--- src/rtl/pong_pkg.sv ---
// Shared types and constants for the pong score sequencer.
package pong_pkg;

    localparam int TALLY_W   = 7;
    localparam int SCORE_CAP = 99;

    typedef enum logic [2:0] {
        NEWGAME,
        WAIT_SERVE,
        PLAY,
        POINT,
        GAMEOVER
    } state_t;

endpackage

--- src/rtl/rise_detect.sv ---
// One-bit registered rising-edge pulser; history resets high so a level that is
// already asserted when reset releases does not produce an edge.
module rise_detect (
    input  logic clk,
    input  logic reset,
    input  logic sig_i,
    output logic rise_o
);

    logic hist_q;
    logic rise_q;

    always_ff @(posedge clk) begin
        if (reset) begin
            hist_q <= 1'b1;
            rise_q <= 1'b0;
        end else begin
            hist_q <= sig_i;
            rise_q <= sig_i & ~hist_q;
        end
    end

    assign rise_o = rise_q;

endmodule

--- src/rtl/pong_score_fsm.sv ---
// Pong rally/score sequencer: serve, point scoring, post-point hold and game end.
// Define PONG_WIN_BY_TWO_EN to require a two-point lead for the win.
//
// state      | meaning
// NEWGAME    | clear tallies, pulse d_clr for one cycle
// WAIT_SERVE | ball parked at centre, waiting for a serve press
// PLAY       | ball moving, watching for a miss
// POINT      | ball held for POINT_DELAY cycles, or jump to GAMEOVER on a win
// GAMEOVER   | winner shown, serve press starts a new game
module pong_score_fsm
    import pong_pkg::*;
#(
    parameter int WIN_SCORE   = 11,
    parameter int POINT_DELAY = 50_000_000
) (
    input  logic clk,
    input  logic reset,
    input  logic miss_a,
    input  logic miss_b,
    input  logic btn_serve,
    output logic d_inc_A,
    output logic d_inc_B,
    output logic d_clr,
    output logic ball_run,
    output logic ball_reset,
    output logic serve_side,
    output logic game_over,
    output logic winner
);

    localparam int CNT_W = $clog2(POINT_DELAY + 1);
    localparam logic [CNT_W-1:0]   CNT_LAST = CNT_W'(POINT_DELAY - 1);
    localparam logic [TALLY_W-1:0] WIN_T    = TALLY_W'(WIN_SCORE);
    localparam logic [TALLY_W-1:0] CAP_T    = TALLY_W'(SCORE_CAP);

    logic miss_a_rise, miss_b_rise, serve_rise;

    rise_detect u_rise_miss_a (.clk(clk), .reset(reset), .sig_i(miss_a),    .rise_o(miss_a_rise));
    rise_detect u_rise_miss_b (.clk(clk), .reset(reset), .sig_i(miss_b),    .rise_o(miss_b_rise));
    rise_detect u_rise_serve  (.clk(clk), .reset(reset), .sig_i(btn_serve), .rise_o(serve_rise));

    state_t             state_q, state_d;
    logic [TALLY_W-1:0] tally_a_q, tally_a_d;
    logic [TALLY_W-1:0] tally_b_q, tally_b_d;
    logic [CNT_W-1:0]   cnt_q, cnt_d;
    logic inc_a_q, inc_a_d;
    logic inc_b_q, inc_b_d;
    logic clr_q, clr_d;
    logic run_q, run_d;
    logic breset_q, breset_d;
    logic side_q, side_d;
    logic over_q, over_d;
    logic winner_q, winner_d;

    logic a_wins, b_wins;

`ifdef PONG_WIN_BY_TWO_EN
    assign a_wins = (tally_a_q == CAP_T) ||
                    ((tally_a_q >= WIN_T) && (tally_a_q >= tally_b_q + TALLY_W'(2)));
    assign b_wins = (tally_b_q == CAP_T) ||
                    ((tally_b_q >= WIN_T) && (tally_b_q >= tally_a_q + TALLY_W'(2)));
`else
    assign a_wins = (tally_a_q == CAP_T) || (tally_a_q == WIN_T);
    assign b_wins = (tally_b_q == CAP_T) || (tally_b_q == WIN_T);
`endif

    always_comb begin
        state_d   = state_q;
        tally_a_d = tally_a_q;
        tally_b_d = tally_b_q;
        cnt_d     = cnt_q;
        inc_a_d   = 1'b0;
        inc_b_d   = 1'b0;
        clr_d     = 1'b0;
        side_d    = side_q;
        winner_d  = winner_q;

        case (state_q)
            NEWGAME: begin
                clr_d     = 1'b1;
                tally_a_d = '0;
                tally_b_d = '0;
                side_d    = 1'b0;
                winner_d  = 1'b0;
                state_d   = WAIT_SERVE;
            end
            WAIT_SERVE: begin
                if (serve_rise) state_d = PLAY;
            end
            PLAY: begin
                // miss_a takes priority when both walls are crossed together
                if (miss_a_rise) begin
                    tally_b_d = tally_b_q + TALLY_W'(1);
                    inc_b_d   = 1'b1;
                    side_d    = 1'b0;
                    cnt_d     = '0;
                    state_d   = POINT;
                end else if (miss_b_rise) begin
                    tally_a_d = tally_a_q + TALLY_W'(1);
                    inc_a_d   = 1'b1;
                    side_d    = 1'b1;
                    cnt_d     = '0;
                    state_d   = POINT;
                end
            end
            POINT: begin
                if (a_wins) begin
                    winner_d = 1'b0;
                    state_d  = GAMEOVER;
                end else if (b_wins) begin
                    winner_d = 1'b1;
                    state_d  = GAMEOVER;
                end else if (cnt_q == CNT_LAST) begin
                    state_d = WAIT_SERVE;
                end else begin
                    cnt_d = cnt_q + CNT_W'(1);
                end
            end
            GAMEOVER: begin
                if (serve_rise) state_d = NEWGAME;
            end
            default: state_d = NEWGAME;
        endcase

        // Level outputs follow the state being entered so they line up with state_q.
        run_d    = (state_d == PLAY);
        breset_d = (state_d != PLAY);
        over_d   = (state_d == GAMEOVER);
    end

    always_ff @(posedge clk) begin
        if (reset) begin
            state_q   <= NEWGAME;
            tally_a_q <= '0;
            tally_b_q <= '0;
            cnt_q     <= '0;
            inc_a_q   <= 1'b0;
            inc_b_q   <= 1'b0;
            clr_q     <= 1'b0;
            run_q     <= 1'b0;
            breset_q  <= 1'b1;
            side_q    <= 1'b0;
            over_q    <= 1'b0;
            winner_q  <= 1'b0;
        end else begin
            state_q   <= state_d;
            tally_a_q <= tally_a_d;
            tally_b_q <= tally_b_d;
            cnt_q     <= cnt_d;
            inc_a_q   <= inc_a_d;
            inc_b_q   <= inc_b_d;
            clr_q     <= clr_d;
            run_q     <= run_d;
            breset_q  <= breset_d;
            side_q    <= side_d;
            over_q    <= over_d;
            winner_q  <= winner_d;
        end
    end

    assign d_inc_A    = inc_a_q;
    assign d_inc_B    = inc_b_q;
    assign d_clr      = clr_q;
    assign ball_run   = run_q;
    assign ball_reset = breset_q;
    assign serve_side = side_q;
    assign game_over  = over_q;
    assign winner     = winner_q;

endmodule
--- config.mk ---
export PLATFORM = sky130hd
export DESIGN_NAME = pong_score_fsm
export DESIGN_NICKNAME = d
export VERILOG_FILES = /design/src/rtl/pong_pkg.sv /design/src/rtl/rise_detect.sv /design/src/rtl/pong_score_fsm.sv
export SDC_FILE = /design/constraint.sdc
export NUM_CORES = 1
export LEC_CHECK = 0
export ABC_CLOCK_PERIOD_IN_PS = 5000
export BUFFER_PORTS_ARGS = -buffer_cell sky130_fd_sc_hd__buf_2
export CAP_MARGIN = 20
export CORE_ASPECT_RATIO = 0.6
export CORE_MARGIN = 4
export CORE_UTILIZATION = 45
export DETAILED_ROUTE_END_ITERATION = 16
export PLACE_DENSITY = 0.73
export SYNTH_ARGS = -nofsm -noshare
export SYNTH_HDL_FRONTEND = slang
export SYNTH_SLANG_ARGS = --single-unit
export TNS_END_PERCENT = 1
--- constraint.sdc ---
create_clock -name clk -period 5 [get_ports clk]
set_input_delay 1 -clock clk [delete_from_list [all_inputs] [get_ports clk]]
set_output_delay 1 -clock clk [all_outputs]
set_load 0.05 [all_outputs]
* Word level (Yosys, flattened, before mapping) *
Cells that the tools add are included.

word-level totals
  bits of input ports = 5
  word-level logic and storage cells = 89
  flip-flop bits (word level) = 57
  output and inout port bits = 8

cells by class
  add/sub/neg operators = 3
  reduce and logical (&&, ||, !) cells = 13
  equality and inequality tests = 20
  bitwise gates (word level) = 7
  mux-type cells = 28

operators with widths
  cell                                                                      count
  26-bit two-way mux                                                        5
  26-bit one-hot mux with 2 select lines                                    1
  7-bit one-hot mux with 2 select lines                                     2
  26-bit by 1-bit adder with 26-bit output (second input constant)          1
  26-bit == test (second input constant)                                    1
  3-bit two-way mux                                                         7
  7-bit two-way mux                                                         3
  3-bit one-hot mux with 5 select lines                                     1
  7-bit by 1-bit adder with 7-bit output (second input constant)            2
  7-bit by 4-bit == test with 1-bit output (second input constant)          2
  7-bit == test (second input constant)                                     2
  3-bit by 2-bit == test with 1-bit output (second input constant)          3
  2-bit inequality test (second input constant)                             4
  1-bit two-way mux                                                         7
  3-bit == test (second input constant)                                     2
  2-bit AND reduction                                                       3
  2-bit nonzero test                                                        3
  5-bit AND reduction                                                       1
  2-bit by 1-bit inequality test with 1-bit output (second input constant)  2
  1-bit inverter                                                            4
  1-bit one-hot mux with 2 select lines                                     2
  1-bit bitwise AND                                                         3
  3-bit by 1-bit == test with 1-bit output (second input constant)          1
  3-bit zero test                                                           1
  other kinds (7)                                                           8

* Depth between registers and ports, before layout *
Gate-level depths: netlist of the first run.

  depth after elaboration = 6
  gate-level depth with buffers = 8
  depth with buffers taken out = 6

* Modules after synthesis *
A second synthesis of the first run with hierarchy kept.

unflattened totals
  cell total of the unflattened synthesis = 313
  area total of the unflattened synthesis = 2737.6 sq um

by module, submodules not included
  module          seq. area each (sq um)  area each (sq um)  cells an instance  times used
  pong_score_fsm  1021.0                  2561.2             301                1
  rise_detect     40.0                    58.8               4                  3

* Worst setup path after synthesis of the first run *
No wires, ideal clock.

  kind = input to register
  start point = in reset
  end point = reg cnt_q[9]
  data required time = 4.939 ns
  stages on the path = 3
  setup time = 0.061 ns
  data arrival time = 1.778 ns
  path buffers = 0
  setup slack = 3.161 ns
  cells stage by stage = a31o_2 -> or4_1 -> nand2_1

RTL lines
  what                  RTL line               text
  from (decl)           pong_score_fsm.sv:17   input logic reset,
  to (signal assigned)  pong_score_fsm.sv:149  cnt_q <= cnt_d;
  to (decl)             pong_score_fsm.sv:45   logic [CNT_W-1:0] cnt_q, cnt_d;

* Worst setup path after layout of the first run *
  start point = reg cnt_q[0]
  end point = reg state_q[1]

between the ends
  longest elaborated chain between the ends = 5

RTL lines
  what                                   RTL line               text
  26-bit == test                         pong_score_fsm.sv:113  end else if (cnt_q == CNT_LAST) begin
  3-bit two-way mux                      pong_score_fsm.sv:113
  3-bit two-way mux                      pong_score_fsm.sv:110  end else if (b_wins) begin
  3-bit two-way mux                      pong_score_fsm.sv:107  if (a_wins) begin
  3-bit one-hot mux with 5 select lines  pong_score_fsm.sv:78   case (state_q)
  to (signal assigned)                   pong_score_fsm.sv:146  state_q <= state_d;
  to (decl)                              pong_score_fsm.sv:42   state_t state_q, state_d;

No other way between the ends.
A chain may end at the register's enable or synchronous reset.

==> results of run 1 <==
-- state kept, by name, indices dropped and copies added, names as in the netlist --
| signal | count |
|---|---|
| d_inc_B | 1 |
| tally_b_q | 7 |
| u_rise_serve.hist_q | 1 |
| game_over | 1 |
| u_rise_miss_b.hist_q | 1 |
| u_rise_miss_a.hist_q | 1 |
| u_rise_miss_a.rise_o | 1 |
| cnt_q | 26 |
| d_inc_A | 1 |
| serve_side | 1 |
| d_clr | 1 |
| u_rise_serve.rise_o | 1 |
| tally_a_q | 7 |
| ball_run | 1 |
| winner | 1 |
| u_rise_miss_b.rise_o | 1 |
| state_q | 3 |
| ball_reset | 1 |
-- cell type report --
cell class | instances | area share [%]
clock buffer | 10 | 4.525
timing repair buffer | 13 | 2.221
clock inverter | 6 | 3.003
multi-input combinational | 239 | 49.20
tap | 80 | 3.291
sequential | 57 | 37.52
inverter | 2 | 0.2468
-- path summary, 6_finish.rpt --
| kind | from | to | slack [ns] | depth (start not counted) |
|---|---|---|---|---|
| setup / recovery | cnt_q[0]$_SDFFE_PP0P_ | state_q[1]$_SDFF_PP0_ | 2.52 | 7 |
| hold / removal | u_rise_miss_a.hist_q$_SDFF_PP1_ | u_rise_miss_a.rise_o$_SDFF_PP0_ | 0.39 | 1 |
| setup reg to reg | cnt_q[0]$_SDFFE_PP0P_ | state_q[1]$_SDFF_PP0_ | 2.52 | 7 |
| hold reg to reg | u_rise_miss_a.hist_q$_SDFF_PP1_ | u_rise_miss_a.rise_o$_SDFF_PP0_ | 0.39 | 1 |
-- cells in the mapped netlist, types with 6 or more instances --
library cell / instances
o21ai_1: 9
nand2_1: 23
nand4_1: 10
nor2_1: 28
o31ai_1: 13
nor4_1: 6
clkbuf_1: 13
nand3_1: 19
and2_1: 6
or3_1: 6
nor3b_1: 6
a21oi_1: 25
dfxtp_1: 57
or4_1: 15
xor2_1: 9
-- logic make-up (layout without fill, tap and decap cells) --
group | Yosys count | count (layout) | synth area share (%)
fa+ha+maj | 3 | 3 | 1.376
xor+xnor | 11 | 11 | 3.531
buf+inv | 19 | 31 | 3.347
simple gates | 156 | 156 | 33.06
mux | 5 | 5 | 1.880
flops | 57 | 57 | 41.82
compound gates | 64 | 64 | 14.99
-- placed cells by master, fill, tap and decap left out, drive strengths merged, types with 5 or more instances in the layout --
cell    netlist  routed
nor3b         6       6
nor3          5       5
a21oi        25      25
dfxtp        57      57
nand3        21      21
nand2        23      23
and2          6       6
nor2         28      28
nor4          7       7
or4          15      15
or3           6       6
clkbuf       13      10
nand4        11      11
and3          5       5
o21ai        11      11
xor2          9       9
o31ai        13      13
or2           8       8
buf           4      13
-- routing by layer --
layer / vias up / track usage [%]
met5: - / 0
met4: 0 / 8.189
met3: 8 / 4.053
met2: 66 / 23.23
met1: 1050 / 25.97
li1: 1185 / -
-- power by group --
group / switching, mW / internal, mW / leakage (nW) / total (mW)
Clock: 0.196 / 0.294 / 0.105 / 0.491
Sequential: 0.00355 / 0.457 / 0.461 / 0.461
Combinational: 0.0197 / 0.00821 / 0.456 / 0.0279
Total: 0.219 / 0.760 / 1.02 / 0.979
-- through the flow --
stage | area, sq um | std cells | util [%]
floorplan | 2729 | 315 | -
global placement | 2813 | 391 | 49.10
detailed placement | 2813 | 391 | 49.10
CTS | 3042 | 407 | 53.10
global route | 3042 | 407 | 53.10
finish | 3042 | 407 | 53.10
-- critical path: stages, from the launching register on --
cell and delay [ns]:
dfxtp_1 0.41, ha_1 0.28, nand2_1 0.12, or4_1 0.47, nor2_1 0.47, buf_4 0.33, o22ai_1 0.13, nor2b_1 0.15
==> impl_metrics.toml, run 1 <==
[sta]
tightestPinTransition_ns = 0.7293
fin_ws_ns = 2.518
slew_violations = 0
finalHoldViolations = 0
setup_viol = 0
grt_setup_unrepaired = "false"
setup_tns_ns = 0
fmax_mhz = 403.0
finalCriticalPeriod_ns = 2.482
finClkSkew_ns = 0.006505
post-route-period-util_pct = 49.63
whs_ns = 0.3890
slew_headroom_pct = 51.28

[final_layout]
syn2layout_area_growth_pct = 11.46
nets = 330
multi_input_comb_area_sq_um = 1496
regArea_sq_um = 1141
insertedDiodeCount = 0
drive_gt1_share_pct = 12.84
fillCellCount = 562

[setup_path]
setup.worst_path.start_class = "register"
path_max_fanout = 20
crit_arrival_ns = 2.70
path_class = "register to register"
crit_required_ns = 5.22
endpoint_kind = "register"

[clock_tree]
cts_setup_buffers = 0
insertion_delay_ns = 0.34
htree_levels = 3
clockBufferDepth = 2
cts.sinks = 57
cts_buffers = 9
clockRootBuffer = "clkbuf_8"
cts_tree = "done"
cts_resized = 0
clk_pin_slew_ns = 0.07
ctsHoldBuffers = 0

[floorplanning]
num_io_pins = 13
start_util_pct = 47.64
core_sq_um = 5728
fp.dieW_microns = 108.5
rows = 21
die-area_sq_um = 7415
die_y_microns = 68.32

[global_route]
antenna_found_initial = 0
grt_usage_pct = 17.42
grt_pass1_vias = 2033
grt_pass1_wl_microns = 9901
grt_max_degree = 36
grt_remaining_overflow = 0

[synthesis]
yosysTopAreaCellShare_pct = 41.82
synth_top_area_cell = "dfxtp_1"
synth_edf_count = 0
synth.net_count = 323
async_reset_ff_share_pct = 0
synthCells = 315
synth-seq-cells = 57
synth.distinct_cells = 50
syn_area_sq_um = 2729
yosysWarnings = 0
yosysSeqAreaShare_pct = 41.82
synth_area_per_cell_sq_um = 8.663
synth_area_leaders = "dfxtp_1 (42%), a21oi_1 (4.6%), or4_1 (4.1%), nor2_1 (3.9%), o31ai_1 (3.6%)"
yosys_most_used_dff = "dfxtp_1"

[place]
numPortBuffers = 12
dp_hpwl_microns = 4008
globalplace.congestion = 0.8411
dp_slack_ns = 2.570

[power_and_ir_drop]
p_leak_nw = 1.021
p_per_area_nw_per_um2 = 322.0
fin_total_pwr_mw = 0.9794
ir_worst_vdd_v = 0.0001410

[status]
status = "complete, no violations"

[drt]
wl_met1_microns = 3212
avgViaCountPerCell = 5.673
drc = 0
drtIter0Drc = 163
drt_pass1_iterations = 5
vias = 2309
wire_per_inst_microns = 14.13
wl_met2_microns = 2149
wl_microns = 5752
top_layer_used = "met4"
ant_nets = 0
met3_length_microns = 312

[run]
drv_cap = 0

[min_path]
hold_path_class = "register to register"
(Power assumes the default switching activity.)
==> inputs of run 2 (changes only) <==
--- a/config.mk
+++ b/config.mk
@@ -5,7 +5,7 @@
 export SDC_FILE = /design/constraint.sdc
 export NUM_CORES = 1
 export LEC_CHECK = 0
-export ABC_CLOCK_PERIOD_IN_PS = 5000
+export ABC_CLOCK_PERIOD_IN_PS = 2400
 export BUFFER_PORTS_ARGS = -buffer_cell sky130_fd_sc_hd__buf_2
 export CAP_MARGIN = 20
 export CORE_ASPECT_RATIO = 0.6
==> constraint.sdc (replaced) <==
create_clock -name clk -period 2.4 [get_ports clk]
set_input_delay 0.48 -clock clk [delete_from_list [all_inputs] [get_ports clk]]
set_output_delay 0.48 -clock clk [all_outputs]
set_load 0.05 [all_outputs]
==> run 2 against run 1 <==
Against the previous run: worst hold slack worse by 0.055 ns; clock power up 110%; clock skew up 0.0026 ns; setup slack worse by 2.3 ns; core utilization up 0.35 points; register-to-register slack worse by 2.3 ns; sequential power up 110%; clock-buffer cell count down 1; fmax up 12%; global-route usage down 0.20 points; combinational power up 120%; design area up 0.66%; highest routed layer unchanged.
==> impl_metrics.toml, run 2 (synthesis results as in run 1) <==
[power_and_ir_drop]
p_leak_nw = 1.042
p_per_area_nw_per_um2 = 662.2
ir_worst_vdd_v = 0.0004362

[global_route]
grt_max_degree = 36
grtUsageMet3_pct = 5.278
met1_usage_pct = 25.99
use_met2_pct = 22.15
grt_pass1_wl_microns = 9798
top_usage_layer = "met1"
antenna_found_initial = 0
grt_usage_pct = 17.22
grt_pass1_vias = 2049
grt_remaining_overflow = 0

[place]
globalplace.congestion = 0.8363
dp_hpwl_microns = 4050
numPortBuffers = 12
place_area_sq_um = 2835
dp.cells = 394

[setup_path]
rrSetupSlack_ns = 0.18
worstRegToRegCells = 6
endpoint_kind = "register"
reg2reg_from = "cnt_q[0]$_SDFFE_PP0P_"
r2r-end = "cnt_q[24]$_SDFFE_PP0P_"
crit_path_end = "cnt_q[24]$_SDFFE_PP0P_"
path_class = "register to register"
crit_arrival_ns = 2.48
crit_required_ns = 2.66
setup.worst_path.start_class = "register"
path_max_fanout = 7
crit_path_start = "cnt_q[0]$_SDFFE_PP0P_"

[drt]
drc = 0
wl_microns = 5848
wire_per_inst_microns = 14.26
ant_nets = 0
drt_pass1_iterations = 4
vias = 2287
avgViaCountPerCell = 5.578
drtIter0Drc = 170

[final_layout]
final_cell_mix = "dfxtp_1 (57), nor2_1 (28), a21oi_1 (25)"
largest_reg_flops = 26
syn2layout_area_growth_pct = 12.20
largest-register = "cnt_q"
drive_gt1_share_pct = 13.64
layout_commonest_cell = "dfxtp_1"
insertedDiodeCount = 0
postLayoutCoreUtil_pct = 53.45
nets = 333
fin_cells = 410
reg.largest.list = "cnt_q x26, tally_a_q x7, tally_b_q x7"
fin_area_sq_um = 3062

[sta]
finalHoldViolations = 0
setup_viol = 0
finClkSkew_ns = 0.009108
tightestPinTransition_ns = 0.8224
slew_headroom_pct = 44.92
slew_violations = 0
finalCriticalPeriod_ns = 2.221
post-route-period-util_pct = 92.56
fmax_mhz = 450.2
setup_tns_ns = 0
grt_setup_unrepaired = "false"

[clock_tree]
ctsHoldBuffers = 0
insertion_delay_ns = 0.34
cts_buffers = 9
clk_pin_slew_ns = 0.07
clockBufferDepth = 2
cts.sinks = 57
cts_resized = 0
clockRootBuffer = "clkbuf_8"
cts_tree = "done"
cts_setup_buffers = 0
htree_levels = 3

[status]
status = "complete, no violations"

[min_path]
hold_path_class = "primary input to register"

[floorplanning]
die_y_microns = 68.32
fp.dieW_microns = 108.5
core_sq_um = 5728
num_io_pins = 13
die-area_sq_um = 7415
start_util_pct = 47.64
rows = 21

[run]
drv_cap = 0
[run 2: changes by cell type in the layout (fill, tap and decap cells not counted)]
cell        delta
buf_4          +3
clkinv_4       +2
clkinvlp_4     -2
clkbuf_8       -1
inv_6          +1
[run 2: final cells by class]
type / instances / area [sq um]
inverters: 2 / 7.507
clock buffers: 9 / 123.9
clock inverters: 7 / 102.6
well taps: 80 / 100.1
fillers: 565 / 2666
flip-flops and latches: 57 / 1141
multi-input cells: 239 / 1496
repair buffers: 16 / 90.09
[run 2: layer usage]
layer / vias up / wire length, microns
met5: - / 0
met1: 1042 / 3320
li1: 1185 / -
met2: 54 / 2151
met4: 0 / 78
met3: 6 / 297
[run 2: worst min path at each step]
stage / start / cells after the start / end / slack [ns]
after detailed placement: u_rise_serve.hist_q$_SDFF_PP1_ / 1 / u_rise_serve.rise_o$_SDFF_PP0_ / 0.38
after CTS: miss_a / 2 / u_rise_miss_a.hist_q$_SDFF_PP1_ / 0.31
after global routing: miss_b / 2 / u_rise_miss_b.hist_q$_SDFF_PP1_ / 0.32
after floorplan: u_rise_miss_a.hist_q$_SDFF_PP1_ / 1 / u_rise_miss_a.rise_o$_SDFF_PP0_ / 0.37
final: miss_a / 2 / u_rise_miss_a.hist_q$_SDFF_PP1_ / 0.33
after global placement: u_rise_serve.hist_q$_SDFF_PP1_ / 1 / u_rise_serve.rise_o$_SDFF_PP0_ / 0.38
[run 2: worst max-delay path, cell delays in order, from the launching register on]
cell     delay (ns)
dfxtp_1        0.42
ha_1           0.27
nand2_1        0.11
nor4_1         0.32
nand4_1        0.31
or4_1          0.55
a21oi_1        0.16
[run 2: through the flow]
step           hold slack [ns]  setup slack [ns]  total power, mW
2_1_floorplan           0.3721            0.6140            1.025
3_3_place_gp            0.3775            0.2429            1.039
4_1_cts                 0.3149            0.1842            2.058
3_5_place_dp            0.3781            0.2174            1.040
6_report                0.3336            0.1786            2.028
5_1_grt                 0.3182           0.05731            2.114
[run 2: power breakdown]
part | switching (mW) | total (mW) | internal [mW]
Combinational | 0.0431 | 0.0607 | 0.0176
Sequential | 0.00603 | 0.959 | 0.953
Clock | 0.416 | 1.01 | 0.592
Total | 0.465 | 2.03 | 1.56
